### src/rtl/pc_gen_pkg.sv
// Shared types and helpers for the fetch program-counter generator.
// Alignment helpers work on 64-bit values so any XLEN up to 64 can use them.
package pc_gen_pkg;

    typedef enum logic [1:0] {
        IDLE,
        RUN,
        HALT
    } pc_state_e;

    typedef enum logic [2:0] {
        HOLD,
        FLUSH,
        REDIR,
        CALL,
        RET,
        SEQ
    } pc_sel_e;

    function automatic logic [63:0] low_mask(input int bits);
        return (64'd1 << bits) - 64'd1;
    endfunction

    function automatic logic [63:0] align_target(input logic [63:0] target, input int bits);
        return target & ~low_mask(bits);
    endfunction

endpackage

### src/rtl/pc_gen_if.sv
// Control/redirect inputs and fetch outputs of pc_gen, bundled for the IF stage.
interface pc_gen_if #(
    parameter int XLEN      = 32,
    parameter int RAS_DEPTH = 4
);
    localparam int CW = $clog2(RAS_DEPTH) + 1;

    // There is no ready back to ID: a request is taken on the edge where no
    // higher-priority source and no stall is present, otherwise ID keeps it asserted.
    logic            start_i;
    logic            hazard_i;
    logic            hold_i;
    logic            halt_i;
    logic            flush_i;
    logic [XLEN-1:0] flush_pc_i;
    logic            redirect_i;
    logic [XLEN-1:0] redirect_pc_i;
    logic            call_i;
    logic [XLEN-1:0] call_pc_i;
    logic            ret_i;
    logic [XLEN-1:0] pc_o;
    logic            pc_valid_o;
    logic [CW-1:0]   ras_count_o;
    logic            ras_miss_o;
    logic            misalign_o;

    modport master (
        output start_i, hazard_i, hold_i, halt_i, flush_i, flush_pc_i,
               redirect_i, redirect_pc_i, call_i, call_pc_i, ret_i,
        input  pc_o, pc_valid_o, ras_count_o, ras_miss_o, misalign_o
    );

    modport slave (
        input  start_i, hazard_i, hold_i, halt_i, flush_i, flush_pc_i,
               redirect_i, redirect_pc_i, call_i, call_pc_i, ret_i,
        output pc_o, pc_valid_o, ras_count_o, ras_miss_o, misalign_o
    );
endinterface

### src/rtl/pc_ras.sv
// Circular return-address stack: push overwrites the oldest entry when full,
// pop reads the entry at the top pointer, clear only empties the count.
module pc_ras #(
    parameter int XLEN      = 32,
    parameter int RAS_DEPTH = 4
) (
    input  logic                       clk_i,
    input  logic                       rst_i,
    input  logic                       push_i,
    input  logic                       pop_i,
    input  logic                       clear_i,
    input  logic [XLEN-1:0]            push_data_i,
    output logic [XLEN-1:0]            top_o,
    output logic [$clog2(RAS_DEPTH):0] count_o
);
    localparam int            PW   = $clog2(RAS_DEPTH);
    localparam logic [PW:0]   FULL = (PW+1)'(RAS_DEPTH);

    logic [XLEN-1:0] mem_q [RAS_DEPTH];
    logic [PW-1:0]   top_q, top_d;
    logic [PW:0]     count_q, count_d;
    logic            do_push, do_pop;

    always_comb begin
        top_d   = top_q;
        count_d = count_q;
        do_push = push_i && !clear_i;
        do_pop  = pop_i && !push_i && !clear_i && (count_q != '0);
        if (clear_i) begin
            count_d = '0;
        end else if (do_push) begin
            // The pointer wraps freely; on a full stack this lands on the oldest entry.
            top_d = top_q + PW'(1);
            if (count_q != FULL) count_d = count_q + (PW+1)'(1);
        end else if (do_pop) begin
            top_d   = top_q - PW'(1);
            count_d = count_q - (PW+1)'(1);
        end
    end

    always_ff @(posedge clk_i) begin
        if (rst_i) begin
            top_q   <= '0;
            count_q <= '0;
        end else begin
            top_q   <= top_d;
            count_q <= count_d;
        end
    end

    always_ff @(posedge clk_i) begin
        if (do_push) mem_q[top_d] <= push_data_i;
    end

    assign top_o   = mem_q[top_q];
    assign count_o = count_q;
endmodule

### src/rtl/pc_gen.sv
// Fetch PC generator: IDLE/RUN/HALT control, prioritised next-PC select and
// the PC register; every output is registered.
module pc_gen
    import pc_gen_pkg::*;
#(
    parameter int              XLEN       = 32,
    parameter logic [XLEN-1:0] RESET_VEC  = '0,
    parameter int              INST_BYTES = 4,
    parameter int              RAS_DEPTH  = 4
) (
    input  logic      clk_i,
    input  logic      rst_i,
    pc_gen_if.slave   bus,
    output pc_state_e state_o
);
    localparam int              ALIGN_BITS = $clog2(INST_BYTES);
    localparam logic [XLEN-1:0] INC        = XLEN'(INST_BYTES);

    pc_state_e                  state_q, state_d;
    pc_sel_e                    sel;
    logic [XLEN-1:0]            pc_q, pc_d, pc_seq, target;
    logic                       valid_q, miss_q, miss_d, mis_q, mis_d;
    logic                       load, stall, ras_empty;
    logic                       ras_push, ras_pop, ras_clear;
    logic [XLEN-1:0]            ras_top;
    logic [$clog2(RAS_DEPTH):0] ras_count;

    assign pc_seq    = pc_q + INC;
    assign stall     = !bus.start_i || bus.hazard_i || bus.hold_i;
    assign ras_empty = (ras_count == '0);

    always_comb begin
        state_d = state_q;
        sel     = HOLD;
        case (state_q)
            IDLE: if (bus.start_i) state_d = RUN;
            RUN: begin
                // Halt outranks stalls and ID requests; the PC freezes where it is.
                if (bus.flush_i)         sel = FLUSH;
                else if (bus.halt_i)     state_d = HALT;
                else if (stall)          sel = HOLD;
                else if (bus.redirect_i) sel = REDIR;
                else if (bus.call_i)     sel = CALL;
                else if (bus.ret_i)      sel = RET;
                else                     sel = SEQ;
            end
            HALT: begin
                if (bus.flush_i) begin
                    state_d = RUN;
                    sel     = FLUSH;
                end
            end
            default: state_d = IDLE;
        endcase
    end

    always_comb begin
        target    = pc_q;
        ras_push  = 1'b0;
        ras_pop   = 1'b0;
        ras_clear = 1'b0;
        miss_d    = 1'b0;
        case (sel)
            FLUSH: begin
                target    = bus.flush_pc_i;
                ras_clear = 1'b1;
            end
            REDIR: target = bus.redirect_pc_i;
            CALL: begin
                target   = bus.call_pc_i;
                ras_push = 1'b1;
            end
            RET: begin
                if (ras_empty) begin
                    target = pc_seq;
                    miss_d = 1'b1;
                end else begin
                    target  = ras_top;
                    ras_pop = 1'b1;
                end
            end
            SEQ:     target = pc_seq;
            default: target = pc_q;
        endcase
        load  = sel inside {FLUSH, REDIR, CALL};
        mis_d = load && ((64'(target) & low_mask(ALIGN_BITS)) != 64'd0);
        pc_d  = load ? XLEN'(align_target(64'(target), ALIGN_BITS)) : target;
    end

    always_ff @(posedge clk_i) begin
        if (rst_i) begin
            state_q <= IDLE;
            pc_q    <= RESET_VEC;
            valid_q <= 1'b0;
            miss_q  <= 1'b0;
            mis_q   <= 1'b0;
        end else begin
            state_q <= state_d;
            pc_q    <= pc_d;
            valid_q <= (state_d == RUN);
            miss_q  <= miss_d;
            mis_q   <= mis_d;
        end
    end

    pc_ras #(
        .XLEN      (XLEN),
        .RAS_DEPTH (RAS_DEPTH)
    ) u_ras (
        .clk_i       (clk_i),
        .rst_i       (rst_i),
        .push_i      (ras_push),
        .pop_i       (ras_pop),
        .clear_i     (ras_clear),
        .push_data_i (pc_seq),
        .top_o       (ras_top),
        .count_o     (ras_count)
    );

    assign bus.pc_o        = pc_q;
    assign bus.pc_valid_o  = valid_q;
    assign bus.ras_count_o = ras_count;
    assign bus.ras_miss_o  = miss_q;
    assign bus.misalign_o  = mis_q;
    assign state_o         = state_q;
endmodule

### src/flat_wrapper.sv
// flat-port wrapper written by rule: the top's interface ports become plain ports
module pc_gen_flat import pc_gen_pkg::*;
#(
    parameter int              XLEN       = 32,
    parameter logic [XLEN-1:0] RESET_VEC  = '0,
    parameter int              INST_BYTES = 4,
    parameter int              RAS_DEPTH  = 4
)
  (clk_i, rst_i, state_o, bus_start_i, bus_hazard_i, bus_hold_i, bus_halt_i, bus_flush_i, bus_flush_pc_i, bus_redirect_i, bus_redirect_pc_i, bus_call_i, bus_call_pc_i, bus_ret_i, bus_pc_o, bus_pc_valid_o, bus_ras_count_o, bus_ras_miss_o, bus_misalign_o);
  pc_gen_if #(.XLEN(XLEN), .RAS_DEPTH(RAS_DEPTH)) bus_i ();
  input  logic clk_i;
  input  logic rst_i;
  output pc_state_e state_o;
  input wire logic [$bits(bus_i.start_i)-1:0] bus_start_i;
  input wire logic [$bits(bus_i.hazard_i)-1:0] bus_hazard_i;
  input wire logic [$bits(bus_i.hold_i)-1:0] bus_hold_i;
  input wire logic [$bits(bus_i.halt_i)-1:0] bus_halt_i;
  input wire logic [$bits(bus_i.flush_i)-1:0] bus_flush_i;
  input wire logic [$bits(bus_i.flush_pc_i)-1:0] bus_flush_pc_i;
  input wire logic [$bits(bus_i.redirect_i)-1:0] bus_redirect_i;
  input wire logic [$bits(bus_i.redirect_pc_i)-1:0] bus_redirect_pc_i;
  input wire logic [$bits(bus_i.call_i)-1:0] bus_call_i;
  input wire logic [$bits(bus_i.call_pc_i)-1:0] bus_call_pc_i;
  input wire logic [$bits(bus_i.ret_i)-1:0] bus_ret_i;
  output wire logic [$bits(bus_i.pc_o)-1:0] bus_pc_o;
  output wire logic [$bits(bus_i.pc_valid_o)-1:0] bus_pc_valid_o;
  output wire logic [$bits(bus_i.ras_count_o)-1:0] bus_ras_count_o;
  output wire logic [$bits(bus_i.ras_miss_o)-1:0] bus_ras_miss_o;
  output wire logic [$bits(bus_i.misalign_o)-1:0] bus_misalign_o;
  assign bus_i.start_i = bus_start_i;
  assign bus_i.hazard_i = bus_hazard_i;
  assign bus_i.hold_i = bus_hold_i;
  assign bus_i.halt_i = bus_halt_i;
  assign bus_i.flush_i = bus_flush_i;
  assign bus_i.flush_pc_i = bus_flush_pc_i;
  assign bus_i.redirect_i = bus_redirect_i;
  assign bus_i.redirect_pc_i = bus_redirect_pc_i;
  assign bus_i.call_i = bus_call_i;
  assign bus_i.call_pc_i = bus_call_pc_i;
  assign bus_i.ret_i = bus_ret_i;
  assign bus_pc_o = bus_i.pc_o;
  assign bus_pc_valid_o = bus_i.pc_valid_o;
  assign bus_ras_count_o = bus_i.ras_count_o;
  assign bus_ras_miss_o = bus_i.ras_miss_o;
  assign bus_misalign_o = bus_i.misalign_o;
  pc_gen #(.XLEN(XLEN), .RESET_VEC(RESET_VEC), .INST_BYTES(INST_BYTES), .RAS_DEPTH(RAS_DEPTH)) u_core (.clk_i(clk_i), .rst_i(rst_i), .bus(bus_i), .state_o(state_o));
endmodule
### config.mk
export PLATFORM = sky130hd
export DESIGN_NAME = pc_gen_flat
export DESIGN_NICKNAME = d
export VERILOG_FILES = /design/src/rtl/pc_gen_pkg.sv /design/src/rtl/pc_gen_if.sv /design/src/rtl/pc_ras.sv /design/src/rtl/pc_gen.sv /design/src/flat_wrapper.sv
export SDC_FILE = /design/constraint.sdc
export NUM_CORES = 1
export LEC_CHECK = 0
export ABC_CLOCK_PERIOD_IN_PS = 14950
export CAP_MARGIN = 0
export CORE_MARGIN = 8
export CORE_UTILIZATION = 50
export DETAILED_ROUTE_END_ITERATION = 8
export PLACE_DENSITY = 0.76
export SLEW_MARGIN = 5
export SYNTH_ARGS = -nofsm -noshare
export SYNTH_HDL_FRONTEND = slang
export SYNTH_HIERARCHICAL = 1
export SYNTH_SLANG_ARGS = --single-unit
### constraint.sdc
create_clock -name clk_i -period 14.95 [get_ports clk_i]
set_input_delay 2.99 -clock clk_i [delete_from_list [all_inputs] [get_ports clk_i]]
set_output_delay 2.99 -clock clk_i [all_outputs]
set_load 0.02 [all_outputs]
Word-level counts from Yosys, hierarchy flattened
Memories as Yosys holds them, arrays and structs flattened. A register that Yosys moved wholly into a read port is not among the register bits.
Cells that the tools add are included.
{"block": "word_totals", "regBits": 42, "latch_bits": 0, "ramBits": 128, "rom_bits": 0, "output_inout_bits": 40, "word_cells": 74, "n_memories": 1}
{"memory": "u_core.u_ras.mem_q", "words": 4, "word_bits": 32, "rd": 1, "rd_ports_with_merged_regs": 1, "wr": 1, "line_no": "pc_ras.sv:19", "text": "logic [XLEN-1:0] mem_q [RAS_DEPTH];"}
{"block": "classes", "addsub": 5, "multipliers": 0, "n_div": 0, "order_cmp": 0, "eq_ne": 10, "n_shift": 0, "mux": 29, "bitwise_logic": 1, "n_reduce_logical": 20}
{"cell": "$pmux 32 s5", "n": 1}
{"cell": "$reduce_bool 64->1", "n": 1}
{"cell": "$add 32x3->32 const B", "n": 1}
{"cell": "$mux 32", "n": 1}
{"cell": "$mux 3", "n": 8}
{"cell": "$mux 2", "n": 8}
{"cell": "$mux 1", "n": 9}
{"cell": "$eq 3x2->1 const B", "n": 2}
{"cell": "$eq 3x3->1 const B", "n": 2}
{"cell": "$pmux 2 s3", "n": 1}
{"cell": "$pmux 3 s2", "n": 1}
{"cell": "$reduce_bool 3->1", "n": 2}
{"cell": "$reduce_or 2->1", "n": 3}
{"cell": "$logic_and 1x1->1", "n": 5}
{"cell": "$eq 2x1->1 const B", "n": 2}
{"cell": "$add 3x1->3 const B", "n": 1}
{"cell": "$eq 3x1->1 const B", "n": 1}
{"cell": "$logic_not 1->1", "n": 3}
{"cell": "$logic_not 3->1", "n": 1}
{"cell": "$ne 3x3->1 const B", "n": 1}
{"cell": "$sub 3x1->3 const B", "n": 1}
{"cell": "$add 2x1->2 const B", "n": 1}
{"cell": "$eq 2x2->1 const B", "n": 1}
{"cell": "$logic_not 2->1", "n": 1}
{"cell": "6 further kinds", "n": 7}

Logic depth before layout (Yosys ltp)
{"block": "logic_depth", "word_depth": 17, "depth_mapped": 14, "ltp_nobuf": 10}

By module
Netlist, hierarchy kept.
{"mod": "pc_ras", "instances": 1, "cells_per_inst": 207, "area_per_inst_um2": 4984.8, "seq_area_each_um2": 3943.8}
{"mod": "pc_gen", "instances": 1, "cells_per_inst": 428, "area_per_inst_um2": 3363.2, "seq_area_each_um2": 740.7}

Least setup slack after synthesis
No wires, ideal clock.
{"block": "synth_path", "path_type": "input port to flip-flop", "start": "in bus_hazard_i", "end": "mem u_core.u_ras.mem_q[3][0], enable pin", "setup_time_ns": 0.461, "t_arrival_ns": 6.705, "required_ns": 14.489, "slack_ns": 7.784, "path_stages": 8, "n_path_buf": 3, "path_cell_list": "or4b_4 > nor3_4 > buf_6 > buf_2 > and3_1 > buf_4 > nand2b_1 > nor3_1"}
{"block": "synth_between", "elab_chain_cells": 15}
{"item": "start: declaration", "line_no": "flat_wrapper.sv:15", "text": "input wire logic [$bits(bus_i.hazard_i)-1:0] bus_hazard_i;"}
{"item": "$logic_or 1x1->1 * (2 in a row)", "line_no": "pc_gen.sv:29", "text": "assign stall = !bus.start_i || bus.hazard_i || bus.hold_i;"}
{"item": "$mux 3 *", "line_no": "pc_gen.sv:41", "text": "else if (stall) sel = HOLD;"}
{"item": "$mux 3 *", "line_no": "pc_gen.sv:40", "text": "else if (bus.halt_i) state_d = HALT;"}
{"item": "$mux 3 *", "line_no": "pc_gen.sv:39", "text": "if (bus.flush_i) sel = FLUSH;"}
{"item": "$pmux 3 s2 *", "line_no": "pc_gen.sv:35", "text": "case (state_q)"}
{"item": "$eq 3x2->1 *", "line_no": "pc_gen.sv:63", "text": "case (sel)"}
{"item": "$mux 1 *", "line_no": "pc_gen.sv:63"}
{"item": "via u_core.ras_push", "line_no": "pc_gen.sv:24", "text": "logic ras_push, ras_pop, ras_clear;"}
{"item": "$logic_not 1->1", "line_no": "pc_ras.sv:28", "text": "do_pop = pop_i && !push_i && !clear_i && (count_q != '0);"}
{"item": "$logic_and 1x1->1 (3 in a row)", "line_no": "pc_ras.sv:28"}
{"item": "$mux 2", "line_no": "pc_ras.sv:35", "text": "end else if (do_pop) begin"}
{"item": "$mux 2", "line_no": "pc_ras.sv:31", "text": "end else if (do_push) begin"}
{"item": "$mux 2", "line_no": "pc_ras.sv:29", "text": "if (clear_i) begin"}
{"item": "end: declaration", "line_no": "pc_ras.sv:19"}
Mark *: on every way through the listed nets, which the timed path passes. The rest lies on a longest branch.

Worst setup path in the final report
{"block": "layout_path", "start": "in bus_hazard_i", "end": "mem u_core.u_ras.mem_q[0][5], enable pin"}
Same word-level chain as after synthesis.

==> impl_metrics.toml <==
[outcome]
status = "completed"

[pwr]
total_power_mw = 1.084
power_frac_seq_pct = 47.8
powerDensity_nw_per_um2 = 102.7
switchingPower_mw = 0.2297
clockPowerShare_pct = 43.5
sw_frac_of_total_pct = 21.20
peakVddDrop_uv = 89.55
combPwrFrac_pct = 8.7
internal-power_mw = 0.8539
p_leak_nw = 3.396

[logic_synthesis]
ys_async_sr_fraction_pct = 0
synthAdderAreaFrac_pct = 0.9892
synth-edff-count = 128
ys.flop_type = "edfxtp_1"
synthesis.nets = 747
synth_top_area_share_pct = 46.04
yosysTopAreaCell = "edfxtp_1"
ys_warn_count = 6
synth-seq-cells = 170
synth_top_family_by_area = "multiplexers"
synthXorXnorAreaFrac_pct = 3.147
yosys.cell_types.count = 74
synth_compound_area_share_pct = 12.71
ys_seq_area_share_pct = 56.12
yosys.area_share.simple_pct = 10.40
synth.area.top_cells = "edfxtp_1, dfxtp_1, mux4_2, mux2_2, nor2_1"
syn_avg_cell_area_sq_um = 13.15
synthesis.area_sq_um = 8348
postSynthCellCount = 635
synthMuxAreaShare_pct = 12.89

[clock_network]
clkTransAtPathRegs_ns = 0.06
clock_latency_ns = 0.43
cts_buffer_depth = 2
ctsHoldBuffers = 0
cts_made_buffers = 17
cts_tree = "done"
cts_root_buffer = "clkbuf_16"
cts_setup_buffers = 0
cts_max_level = 4
cts_resized = 0
cts.sinks = 170

[global_route]
grt_pass1_vias = 6392
grtUsageMet1_pct = 27.04
top_usage_layer = "met2"
antenna_found_initial = 0
grtUsageMet3_pct = 4.104
overflow = 0
grt_usage_pct = 21.81
use_met2_pct = 37.10
grt_max_degree = 42
grt_first_pass_wirelength_um = 36070

[worst_setup_path]
crit_path_max_incr_delay_ns = 0.60
crit_path_cell_trace = "clkdlybuf4s50_1 > or4b_4 > nor3_4 > buf_4 > and3_1 > nand3b_1 > nor2_2 > buf_4"
critPathLaunch = "bus_hazard_i"
critPathRequiredTime_ns = 15.01
cpMostUsedCell = "buf_4"
cp.buffers_inverters = 3
reg2reg_from = "u_core/state_o[0]"
worst-path-max-fanout = 40
arrival_ns = 6.10
path_class = "input pin to register"
cp_top_family = "simple AND/OR/NAND/NOR gates"
end_kind = "register"
setup.worst_path.start_class = "input pin"
critical_path.slowest_cell = "or4b_4"

[final_layout]
final_util_pct = 64.09
area_growth_pct = 26.41
drive_above_1_share_pct = 16.35
mostFrequentLayoutCell = "clkdlybuf4s50_1"
layout_common_cells = "clkdlybuf4s50_1, edfxtp_1, nor2_1, dfxtp_1, nand2_1"
final_nets = 882
finish.instance_area_sq_um = 10550
antennaDiodeCount = 0

[placed_design]
hpwl_um = 15020
place_congestion = 0.8213
io_buffers = 145
dpl_cell_area_sq_um = 9921

[sta]
hold_ws_ns = 0.5701
min_period_over_period_pct = 40.34
final_hold_viol_count = 0
worst_pin_slew_ns = 1.094
fin_tns_setup_ns = 0
setup_viol = 0
slew_headroom_pct = 27.07
fmax_mhz = 165.8
skew_ns = 0.009065
maxSlewViolCount = 0
final.min_clock_period_ns = 6.031
rsz0062_at_grt = "false"

[detailed_routing]
wirelength_um = 23260
vias = 6265
vias_per_cell = 6.246
dr.pass1.iters = 5
drt_iter0_markers = 795
antenna_left = 0
wl_per_cell_um = 23.19
drc = 0

[die]
die_x_um = 145.2
start_util_pct = 50.70
die_h_um = 145.2
die-area_sq_um = 21090
core_sq_um = 16470
fp-row-count = 47
ios = 146

[run]
drv_cap = 0

[worst_hold_path]
hp-start = "u_core/bus.pc_o[31]"
hold_path_class = "register to register"
worst reg2reg max path: cells and delay by family (launching register included):
| family | cells | cell delay [ns] |
|---|---|---|
| and+or+nand+nor | 5 | 1.45 |
| adders and majority gates | 1 | 1.02 |
| DFF | 1 | 0.42 |
| buffers and inverters | 3 | 1.01 |
logic make-up (layout without fill, tap and decap cells):
logic type	after synthesis	count (layout)
XOR/XNOR	30	30
adder cells (fa/ha/maj)	6	6
AO/OA/AOI/OAI	141	141
buffers and inverters	54	202
AND/OR/NAND/NOR	170	170
multiplexers	64	64
flip-flops	170	170
cell type report:
cell class	instances	area, sq um
well taps	220	275.3
clock buffers	18	429.2
flip-flops and latches	170	4686
clock inverters	14	202.7
inverters	15	56.30
fillers	1210	5913
repair buffers	155	1526
multi-input cells	411	3377
per-layer routing:
metal | vias up | routed length [um]
li1 | 2743 | -
met4 | 0 | 505
met5 | - | 0
met1 | 3132 | 9324
met2 | 347 | 11860
met3 | 43 | 1572
flip-flops by register name, indices dropped and copies added, names as in the netlist:
name	flops
u_core/u_ras/count_o	3
u_core/bus.pc_valid_o	1
u_core/state_o	2
u_core/u_ras/mem_q	128
u_core/u_ras/top_q	2
u_core/bus.misalign_o	1
u_core/bus.pc_o	32
u_core/bus.ras_miss_o	1
stage by stage:
stage | std cells | worst slack, ns
after CTS | 1003 | 8.989
after floorplan | 635 | 7.784
after global routing | 1003 | 8.813
final | 1003 | 8.919
after detailed placement | 971 | 8.577
after global placement | 971 | 8.694
power by group through the flow:
| stage | clock (mW) | combinational, mW | sequential, mW |
|---|---|---|---|
| after CTS | 0.474 | 0.0937 | 0.518 |
| after global placement | 0 | 0.0909 | 0.528 |
| after global routing | 0.493 | 0.100 | 0.519 |
| final | 0.472 | 0.0937 | 0.518 |
| after detailed placement | 0 | 0.0929 | 0.528 |
| after floorplan | 0 | 0.0372 | 0.531 |
cell usage after synthesis (13+ instances only):
library cell  instances
a211oi_1             16
a221oi_1             13
buf_2                14
dfxtp_1              42
edfxtp_1            128
inv_1                15
mux2_2               27
mux4_2               32
nand2_1              38
nand3_1              15
nor2_1               62
o21ai_0              34
xnor2_1              18
path summary, 6_finish.rpt:
path                                   end  slack [ns]  cells after the start
hold reg to reg        u_core/bus.pc_o[31]        0.57                      1
setup / recovery  u_core/u_ras/mem_q[0][5]        8.92                      8
setup reg to reg  u_core/u_ras/mem_q[0][5]       10.66                      9
hold / removal         u_core/bus.pc_o[31]        0.57                      1
Power figures use the tool's default switching activity.
